`config.mk`:
```
export PLATFORM = sky130hd
export DESIGN_NAME = ps2_scancode_receiver
export DESIGN_NICKNAME = d
export VERILOG_FILES = /design/src/rtl/ps2_pkg.sv /design/src/rtl/ps2_fifo.sv /design/src/rtl/ps2_scancode_receiver.sv
export SDC_FILE = /design/constraint.sdc
export NUM_CORES = 1
export LEC_CHECK = 0
export ABC_AREA = 1
export CAP_MARGIN = 10
export CORE_ASPECT_RATIO = 0.75
export CORE_MARGIN = 5
export CORE_UTILIZATION = 60
export CTS_BUF_LIST = sky130_fd_sc_hd__clkbuf_4 sky130_fd_sc_hd__clkbuf_8
export DETAILED_ROUTE_END_ITERATION = 7
export MAX_ROUTING_LAYER = met4
export PLACE_DENSITY = 0.79
export SYNTH_ARGS = -nofsm -noshare
export SYNTH_HDL_FRONTEND = slang
export SYNTH_SLANG_ARGS = --single-unit
```
`constraint.sdc`:
```
create_clock -name clk -period 2.41 [get_ports clk]
set_input_delay 0.241 -clock clk [delete_from_list [all_inputs] [get_ports clk]]
set_output_delay 0.241 -clock clk [all_outputs]
set_load 0.05 [all_outputs]
```
`src/rtl/ps2_pkg.sv`:
```
// rtl/ps2_pkg.sv - shared PS/2 receiver constants and prefix FSM state type
package ps2_pkg;

    localparam logic [7:0] PS2_BREAK = 8'hF0;
    localparam logic [7:0] PS2_EXT   = 8'hE0;

    // start + 8 data + parity + stop
    localparam int FRAME_LEN = 11;
    localparam int BIT_CNT_W = 4;

    typedef enum logic [1:0] {
        ST_IDLE    = 2'd0,
        ST_EXT     = 2'd1,
        ST_BRK     = 2'd2,
        ST_EXT_BRK = 2'd3
    } ps2_state_t;

endpackage

```
`src/rtl/ps2_fifo.sv`:
```
// rtl/ps2_fifo.sv - parametric synchronous FIFO with push/pop/full/empty
module ps2_fifo #(
    parameter int DEPTH = 8,
    parameter int WIDTH = 8
) (
    input  logic             clk,
    input  logic             rst,
    input  logic             push,
    input  logic [WIDTH-1:0] wdata,
    input  logic             pop,
    output logic [WIDTH-1:0] rdata,
    output logic             full,
    output logic             empty
);

    localparam int AW = $clog2(DEPTH);

    logic [WIDTH-1:0] mem [DEPTH];
    logic [AW:0]      wr_ptr;
    logic [AW:0]      rd_ptr;
    logic             wr_en;
    logic             rd_en;

    // a push into a full FIFO still lands when the head leaves the same cycle
    assign wr_en = push && (!full || pop);
    assign rd_en = pop && !empty;

    assign empty = (wr_ptr == rd_ptr);
    assign full  = (wr_ptr[AW] != rd_ptr[AW]) && (wr_ptr[AW-1:0] == rd_ptr[AW-1:0]);
    assign rdata = mem[rd_ptr[AW-1:0]];

    always_ff @(posedge clk or posedge rst) begin
        if (rst) begin
            wr_ptr <= '0;
            rd_ptr <= '0;
        end else begin
            if (wr_en)
                wr_ptr <= wr_ptr + 1'b1;
            if (rd_en)
                rd_ptr <= rd_ptr + 1'b1;
        end
    end

    always_ff @(posedge clk) begin
        if (wr_en)
            mem[wr_ptr[AW-1:0]] <= wdata;
    end

endmodule

```
`src/rtl/ps2_scancode_receiver.sv`:
```
// rtl/ps2_scancode_receiver.sv - PS/2 deserialiser, make/break prefix FSM and keycode FIFO
module ps2_scancode_receiver
    import ps2_pkg::*;
#(
    parameter int FIFO_DEPTH = 8,
    parameter int TIMEOUT    = 50000
) (
    input  logic       clk,
    input  logic       rst,
    input  logic       ps2_clk,
    input  logic       ps2_data,
    output logic [7:0] keycode,
    output logic       key_valid,
    input  logic       key_ready,
    output logic       key_down,
    output logic       key_ext,
    output logic [7:0] press_count,
    output logic       overflow,
    output logic       frame_err
);

    localparam int TW = $clog2(TIMEOUT + 1);

    logic [2:0]           clk_sync;
    logic [1:0]           data_sync;
    logic                 fall;
    logic [BIT_CNT_W-1:0] bit_cnt;
    logic [FRAME_LEN-2:0] frame;
    logic [TW-1:0]        to_cnt;
    logic                 byte_valid;
    logic [7:0]           rx_byte;

    ps2_state_t           state;
    logic [7:0]           held_code;
    logic                 is_make;
    logic                 make_ext;
    logic                 is_repeat;
    logic                 push;
    logic                 pop;
    logic                 fifo_full;
    logic                 fifo_empty;
    logic [7:0]           fifo_head;

    assign fall = clk_sync[2] & ~clk_sync[1];

    always_ff @(posedge clk or posedge rst) begin
        if (rst) begin
            clk_sync   <= '0;
            data_sync  <= '0;
            bit_cnt    <= '0;
            frame      <= '0;
            to_cnt     <= '0;
            byte_valid <= 1'b0;
            rx_byte    <= '0;
            frame_err  <= 1'b0;
        end else begin
            clk_sync   <= {clk_sync[1:0], ps2_clk};
            data_sync  <= {data_sync[0], ps2_data};
            byte_valid <= 1'b0;
            frame_err  <= 1'b0;
            if (fall) begin
                to_cnt <= '0;
                if (bit_cnt == BIT_CNT_W'(FRAME_LEN - 1)) begin
                    // the stop bit is checked straight off the synchroniser
                    bit_cnt <= '0;
                    if (!frame[0] && data_sync[1] && (^frame[9:1])) begin
                        byte_valid <= 1'b1;
                        rx_byte    <= frame[8:1];
                    end else begin
                        frame_err  <= 1'b1;
                    end
                end else begin
                    frame[bit_cnt] <= data_sync[1];
                    bit_cnt        <= bit_cnt + 1'b1;
                end
            end else if (to_cnt != TW'(TIMEOUT)) begin
                to_cnt <= to_cnt + 1'b1;
            end else if (bit_cnt != '0) begin
                bit_cnt <= '0;
            end
        end
    end

    always_comb begin
        is_make  = 1'b0;
        make_ext = 1'b0;
        case (state)
            ST_IDLE: is_make = (rx_byte != PS2_EXT) && (rx_byte != PS2_BREAK);
            ST_EXT: begin
                is_make  = (rx_byte != PS2_BREAK);
                make_ext = 1'b1;
            end
            default: is_make = 1'b0;
        endcase
    end

    assign is_repeat = key_down && (rx_byte == held_code) && (key_ext == make_ext);
    assign push      = byte_valid && is_make && !is_repeat;
    assign pop       = key_valid && key_ready;

    always_ff @(posedge clk or posedge rst) begin
        if (rst) begin
            state       <= ST_IDLE;
            held_code   <= '0;
            key_down    <= 1'b0;
            key_ext     <= 1'b0;
            press_count <= '0;
            overflow    <= 1'b0;
        end else if (byte_valid) begin
            case (state)
                ST_IDLE: begin
                    if (rx_byte == PS2_EXT)
                        state <= ST_EXT;
                    else if (rx_byte == PS2_BREAK)
                        state <= ST_BRK;
                end
                ST_EXT:
                    state <= (rx_byte == PS2_BREAK) ? ST_EXT_BRK : ST_IDLE;
                default: begin
                    state <= ST_IDLE;
                    if (rx_byte == held_code) begin
                        key_down <= 1'b0;
                        key_ext  <= 1'b0;
                    end
                end
            endcase
            if (push) begin
                held_code   <= rx_byte;
                key_down    <= 1'b1;
                key_ext     <= make_ext;
                press_count <= press_count + 1'b1;
                if (fifo_full && !pop)
                    overflow <= 1'b1;
            end
        end
    end

    ps2_fifo #(
        .DEPTH (FIFO_DEPTH),
        .WIDTH (8)
    ) u_fifo (
        .clk   (clk),
        .rst   (rst),
        .push  (push),
        .wdata (rx_byte),
        .pop   (pop),
        .rdata (fifo_head),
        .full  (fifo_full),
        .empty (fifo_empty)
    );

    assign key_valid = !fifo_empty;
    assign keycode   = key_valid ? fifo_head : 8'h00;

endmodule
```
==> results.txt, run 1 <==
The required arrival time at the worst endpoint is 2.17 ns. The cell area after layout is 7360 um^2. The number of filler cells placed in the layout is 731.

For this run, the top clock speed supported by timing is 432 MHz. The cell count along the critical path is 7. The sequential area share after synthesis came out at 0.594. The placement row count came out at 32.

The fraction of synthesized cell area in xor and xnor cells came out at 0.0344. The net count of the finished layout is 739. The worst setup path endpoint is keycode[6]. Among the stages of the critical path, the cell type that occurs most often is nor2_1.

Power comes to 7.59 mW. Broken down by cell family, the worst path's largest delay share belongs to buffers and inverters. The global-route congestion overflow total came out at 0. The clock transition at the registers of the reported paths is 0.08 ns. The highest fanout seen on the critical path is 16. The number of setup violations in the final report came out at 0. In this run the worst hold path is classified as input pin to asynchronous set/reset pin.

The end-of-flow core utilization is 0.713. The share of flip-flops with an asynchronous set or reset is 0.536. The number of antenna violations at the first check in global routing is 0.

The mux contribution to synthesized area is 0. The routed layout has 4,931 vias. The number of standard cells after synthesis is 679.

Compared with the post-synthesis result, the final layout area differs by 15.8%. The first-pass GRT wire length is 23,600 um. The worst setup slack for register-to-register paths is 0.23 ns. The number of nets handed over by synthesis was 689. The post-detailed-routing wire length is 14,400 um. The most common library cell in the layout ignoring fill and taps is nand2_1. Dividing the final minimum period by the clock period gives 0.961. The delay of the slowest critical-path stage is 0.44 ns. The flow ran to the end, and the final reports show no timing, DRC or antenna violations. The combined global-route utilization of all metal layers is 0.248. The distinct cell type count of the synthesized netlist is 38.

Before CTS, the worst setup slack after placement is 0.276 ns. The share of total power consumed by net switching is 0.392. The number of standard cells in the final layout excluding fillers came out at 878. The critical register-to-register path endpoint is u_fifo.mem[5][4]. Summed over all cells, the static leakage comes to 3.31 nW.

The height of the chip came out at 99.1 um. Using the TritonRoute via totals, the vias-per-cell ratio works out to 5.62. The combinational group share of total power came out at 0.389. The via count of the first global-routing pass is 4,745. The maximum level of the CTS H-tree came out at 4. At the later pin of the worst-skew pair, clock insertion delay measures 0.45 ns. In the layout the commonest cells are nand2_1 (177), nor2_1 (104), dfrtp_1 (72), edfxtp_1 (64). The critical path is of the flop to output port type. The HPWL after detailed placement is 9790 um. The floorplan step defined a die boundary enclosing 12,800 um^2. The total of flip-flops plus latches after synthesis came out at 138.

The TritonCTS clock tree is done. The number of buffers created by CTS came out at 17. The critical path goes through inv_1 > buf_4 > nor2_1 > o32ai_1 > nor2_1 > nor2_1 > buf_12. The startpoint identified for the worst register-to-register timing path is rx_byte[3]. The routed length per instance came out at 16.4 um.

The number of detailed-routing iterations run before antenna repair came out at 5. The tree is rooted in a clkbuf_8. The hold buffer count at CTS is 0. The fraction of the mapped netlist area in adder cells is 0.00984.

In the final layout, the share of cells above drive strength 1 is 0.124. After detailed placement, the total cell area comes to 6930 um^2. Yosys printed 0 warnings.

The region available for standard cell placement spans 10,300 um^2. In this run the remaining antenna-violating nets after routing total 0. The worst IR drop on VDD is 0.587 mV. The number of design-rule violations left by the first detailed-router iteration is 375.

The number of flops mapped to enable cells by yosys is 64. At the end of routability-driven placement, the weighted congestion stood at 0.925. The shortest clock period the worst path allows after layout is 2.32 ns.

The port buffer count came out at 25. The type of element launching the critical path is a flop. The clock skew came out at 0.0124 ns. The share of total power in sequential cells is 0.374. The fraction of the mapped netlist area in compound gates came to 0.0803. The internal power came out at 4.62 mW.

Summed over all nets, the switching power comes to 2.97 mW. For this run, the leading register cell type out of synthesis is dfrtp_1. For this configuration, the core starts out at a cell density of 0.615. The area of the mapped netlist is 6360 um^2. The synthesized area per cell is 9.36 um^2. The power per unit of standard cell area is 1030 nW/um^2. The clock drives 138 sinks. The number of endpoints with negative hold slack in the final report is 0.

The minimum setup slack in the final design is 0.0944 ns. The number of DRC violations after detailed routing came out at 0. The worst-case reg-to-reg path depth is 9.

The most critical setup path has its startpoint at u_fifo.rd_ptr[0]. The number of max-slew violations in the final report is 0. The number of buffers and inverters on the critical path is 3. 26 I/O pins were placed. By area, the combinational part of the netlist is dominated by simple AND/OR/NAND/NOR gates. The number of antenna repair diodes came out at 0. The pin count of the biggest net entering global routing came out at 39.

The maximum count of clock buffers along a single path is 2. The data arrival at the endpoint of the critical path came out at 2.07 ns. The number of max-cap violations is 0. The slew at the pin closest to its max-slew limit came out at 0.534 ns. Measured against its own limit, the worst slew margin works out to 0.644. On the critical path, the stage with the largest delay is an instance of dfrtp_2.

The number of instances in the placed design is 842. The die is 129 um wide. STA classifies the critical path endpoint as an output port. The simple-gate share of the synthesized area is 0.233.

The clock power share came out at 0.236.
[metal layers]
layer | share of wire | wire length [um] | track usage
met1 | 0.45 | 6540 | 0.345
met2 | 0.47 | 6780 | 0.365
met3 | 0.062 | 888 | 0.0628
met4 | 0.014 | 201 | 0.0751
met5 | 0 | 0 | -
[sequential cells by signal (all words and copies together), names as in the netlist]
name           flops
bit_cnt            4
byte_valid         1
clk_sync           3
data_sync          2
frame             10
frame_err          1
held_code          8
key_down           1
key_ext            1
overflow           1
press_count        8
rx_byte            8
state              2
to_cnt            16
u_fifo.mem        64
u_fifo.rd_ptr      4
u_fifo.wr_ptr      4
[synthesized netlist by cell type (8+ instances only)]
master | number | share of area
dfrtp_1 | 74 | 0.29
xor2_1 | 14 | 0.019
nor3_1 | 9 | 0.0071
o32ai_1 | 16 | 0.022
nand3_1 | 30 | 0.024
o21ai_0 | 51 | 0.040
edfxtp_1 | 64 | 0.30
nor2_1 | 105 | 0.062
clkbuf_1 | 8 | 0.0047
xnor2_1 | 11 | 0.015
inv_1 | 52 | 0.031
a21oi_1 | 10 | 0.0079
nand2_1 | 178 | 0.11
[worst min-delay path by stage]
stage / startpoint / end / slack (ns) / cells past startpoint
5_1_grt: rst / bit_cnt[2] / 0.13 / 2
3_3_place_gp: clk_sync[0] / clk_sync[1] / 0.33 / 0
4_1_cts: rst / bit_cnt[2] / 0.10 / 2
2_1_floorplan: ps2_clk / clk_sync[0] / 0.27 / 0
3_5_place_dp: data_sync[0] / data_sync[1] / 0.34 / 0
6_report: rst / bit_cnt[2] / 0.12 / 2
[power by group through the flow]
stage / clock network, mW / registers, mW / logic [mW]
global placement: 0 / 2.87 / 2.71
CTS: 1.84 / 2.84 / 2.84
global route: 1.95 / 2.87 / 3.19
floorplan: 0 / 2.80 / 1.84
finish: 1.79 / 2.84 / 2.95
detailed placement: 0 / 2.89 / 2.81
[final cells by class]
cell class	instances	area [um^2]	share of cell area
repair buffers	51	547	0.0743
multi-input cells	466	2290	0.311
well taps	136	170	0.0231
inverters	55	206	0.0280
clock buffers	17	234	0.0318
clock inverters	15	140	0.0190
flip-flops and latches	138	3780	0.513
[kinds of logic after synthesis]
family                     count (synthesis)
AOI/OAI and AO/OA                         86
buffers and inverters                     75
and+or+nand+nor                          350
xor gates and xnor gates                  25
adders and majority gates                  5
DFF                                      138
[repair_timing]
item                                    4_1_cts  5_1_grt
pin swaps                                     0        2
resized for setup                             2        7
buffers inserted                              0        4
endpoints found under the setup margin        8        8
[stage by stage]
step,TNS [ns],hold WS [ns]
final,0,0.122
after global routing,-0.0120,0.129
after floorplan,0,0.272
after global placement,0,0.333
after CTS,0,0.101
after detailed placement,0,0.336
[worst register-to-register path, cell delays in order (launching register included)]
cell and delay [ns]:
dfrtp_1 0.64, nor2_1 0.11, nand2_1 0.13, o21ai_1 0.09
a21boi_1 0.19, nand2_2 0.10, nor2_4 0.19, nand2_1 0.13
nor2_1 0.13, buf_4 0.19
No activity file was read; power rests on OpenSTA's default activity.
==> inputs of run 2 (changes only) <==
CORE_ASPECT_RATIO = 0.8   (was 0.75)
CTS_CLUSTER_DIAMETER = 30   (was unset)
==> run 2 against run 1 <==
Sequential power about the same; design area is 1.3% higher; total power grew 4.6%; global-route usage about the same; count of clock-buffer cells in the layout increased by 1; critical path type unchanged; critical endpoint unchanged; largest power group unchanged.
==> results.txt, run 2 (synthesis gave the netlist of run 1 again) <==
The global-route congestion overflow total came out at 0. In this run the worst hold path is classified as input pin to asynchronous set/reset pin. The required arrival time at the worst endpoint is 2.17 ns. The clock latency reported for the late side of the worst-skew pair is 0.44 ns. Data arrives at the worst endpoint at 2.07 ns. Once detail routing completed, the nets flagged for antenna violations numbered 0. The number of buffers created by CTS is 17. The number of max-cap violations is 0. The die is 102 um tall. The number of endpoints with negative hold slack in the final report was 0.

The highest fanout seen on the critical path is 33. The sum of net half-perimeters after detailed placement came out at 9660 um. The wire length on met2 came out at 6730 um. After detailed routing, the average wire length per cell comes to 16.5 um.

The core area is 10,300 um^2. The placer's final routability congestion estimate is 0.907. The area of the die is 12,800 um^2. The routed design has 14,500 um of wire. Compared with the post-synthesis result, the final layout area differs by 17.4%. The number of instances in the placed design is 846. The detailed-route wire length on metal 1 came out at 6530 um. The detailed route wirelength on metal3 is 1050 um. The type of the worst setup path is flop to output port. For this run, the detailed router's first-pass iteration total came to 6. STA classifies the critical path startpoint as a flop. The highest metal layer carrying signal wires in the routed design is met4. The top-level port count is 26. Dividing the final minimum period by the clock period gives 0.958.

The shortest clock period the worst path allows after layout came out at 2.31 ns. The power per unit of standard cell area came out at 1060 nW/um^2. The maximum count of clock buffers along a single path is 2.

The analysis attributes to cell leakage a power of 3.36 nW. The combined global-route utilization of all metal layers came out at 0.249. The maximum level of the CTS H-tree came out at 4. Clock-pin slew was measured on the worst setup and hold paths at 0.07 ns.

The library cell used most frequently in the layout, excluding fill and tap cells, is nand2_1. The worst IR drop on VDD came out at 0.749 mV. OpenSTA, run right after detailed placement, puts the worst setup slack at 0.336 ns. The clock skew is 0.00663 ns. The via count of the first global-routing pass came to 4,815.

On the final layout, the worst hold slack is 0.0896 ns. Dividing the detail-routed via count by the number of cells gives 5.60. The register with the most flip-flops in the layout has 64 of them. TritonCTS built the clock tree. Once layout is complete, the cells apart from fillers number 879. The x dimension of the die came out at 125 um. The number of max-slew violations in the final report is 0. The initial core utilization came out at 0.616. The number of antenna repair diodes is 0. The library cells used most frequently in the layout, excluding fill and tap cells, are nand2_1 (177), nor2_1 (105), dfrtp_1 (73), edfxtp_1 (64). Setup repair after global routing left no endpoint under its margin. Adding up every negative setup slack in the final design gives 0 ns.

The placement row count came out at 33. Port buffering added 25 buffers. The number of vias in the routed layout came out at 4,925. The number of design-rule violations left by the first detailed-router iteration came out at 537. Based on the critical path, the design can be clocked at up to 433 MHz. The pin count of the biggest net entering global routing came out at 65. For the pin with the worst max-slew slack, the measured transition is 0.511 ns.

The root buffer cell chosen for the clock tree is clkbuf_8. In the final layout, the share of cells above drive strength 1 is 0.126. The number of DRC violations after detailed routing is 0. The clock net in this run drives a total of 138 sinks.

The number of antenna violations at the first check in global routing came out at 0. The minimum setup slack in the final design came out at 0.101 ns. The flow ran to the end, and the final reports show no timing, DRC or antenna violations. The worst setup path is captured at an output port. The first global-routing pass estimated 23,900 um of wire. Headroom to the max-slew limit came out at 0.658.

Setup violations remaining at the end of the flow were counted as 0. The net count reported at finish came out at 736.
==> run 2: path summary, 6_finish.rpt <==
check / cells past startpoint / endpoint / slack (ns) / from
max: 7 / keycode[6] / 0.10 / u_fifo.rd_ptr[0]
min: 2 / to_cnt[6] / 0.09 / rst
max reg2reg: 9 / u_fifo.mem[5][2] / 0.26 / rx_byte[3]
min reg2reg: 0 / clk_sync[1] / 0.35 / clk_sync[0]
max in group asynchronous: 3 / rx_byte[2] / 1.69 / rst
min in group clk: 1 / data_sync[0] / 0.24 / ps2_data
==> run 2: area by class of cell <==
cell class / count / area (um^2)
Sequential cell: 138 / 3770
Fill cell: 750 / 2860
Multi-Input combinational cell: 466 / 2330
Timing Repair Buffer: 48 / 529
Clock buffer: 18 / 248
Inverter: 55 / 206
Clock inverter: 14 / 201
Tap cell: 140 / 175
==> run 2: repair_timing <==
| item | 4_1_cts | 5_1_grt |
|---|---|---|
| endpoints found under the setup margin | 7 | 7 |
| pin swaps | 1 | 3 |
| gates resized for setup | 5 | 5 |
| buffers inserted | 0 | 1 |
| hold buffers | 0 | 0 |
==> run 2: metal layers <==
layer,up-vias,track usage
met5,-,-
met1,2345,0.334
met2,206,0.383
met4,0,0.0775
li1,2355,-
met3,19,0.0575
==> run 2: stage by stage <==
step                       util  power (mW)  area (um^2)
after detailed placement  0.673        5.74         6950
after global routing      0.723        8.35         7460
final                     0.723        7.94         7460
after CTS                 0.719        7.90         7430
after floorplan               -        4.64         6360
after global placement    0.673        5.64         6950
==> run 2: worst max-delay path, stage by stage, from the launching register on <==
cell	delay (ns)
dfrtp_2	0.46
inv_1	0.11
buf_12	0.19
nor2_1	0.08
o32ai_2	0.28
o21ai_0	0.13
nor2_1	0.22
buf_12	0.17
==> run 2: power by group <==
group | total [mW] | internal (mW) | switching [mW] | leakage (nW)
clock network | 2.11 | 1.24 | 0.866 | 0.222
logic | 3.01 | 1.18 | 1.84 | 1.46
registers | 2.81 | 2.61 | 0.199 | 1.68
total | 7.94 | 5.03 | 2.90 | 3.36
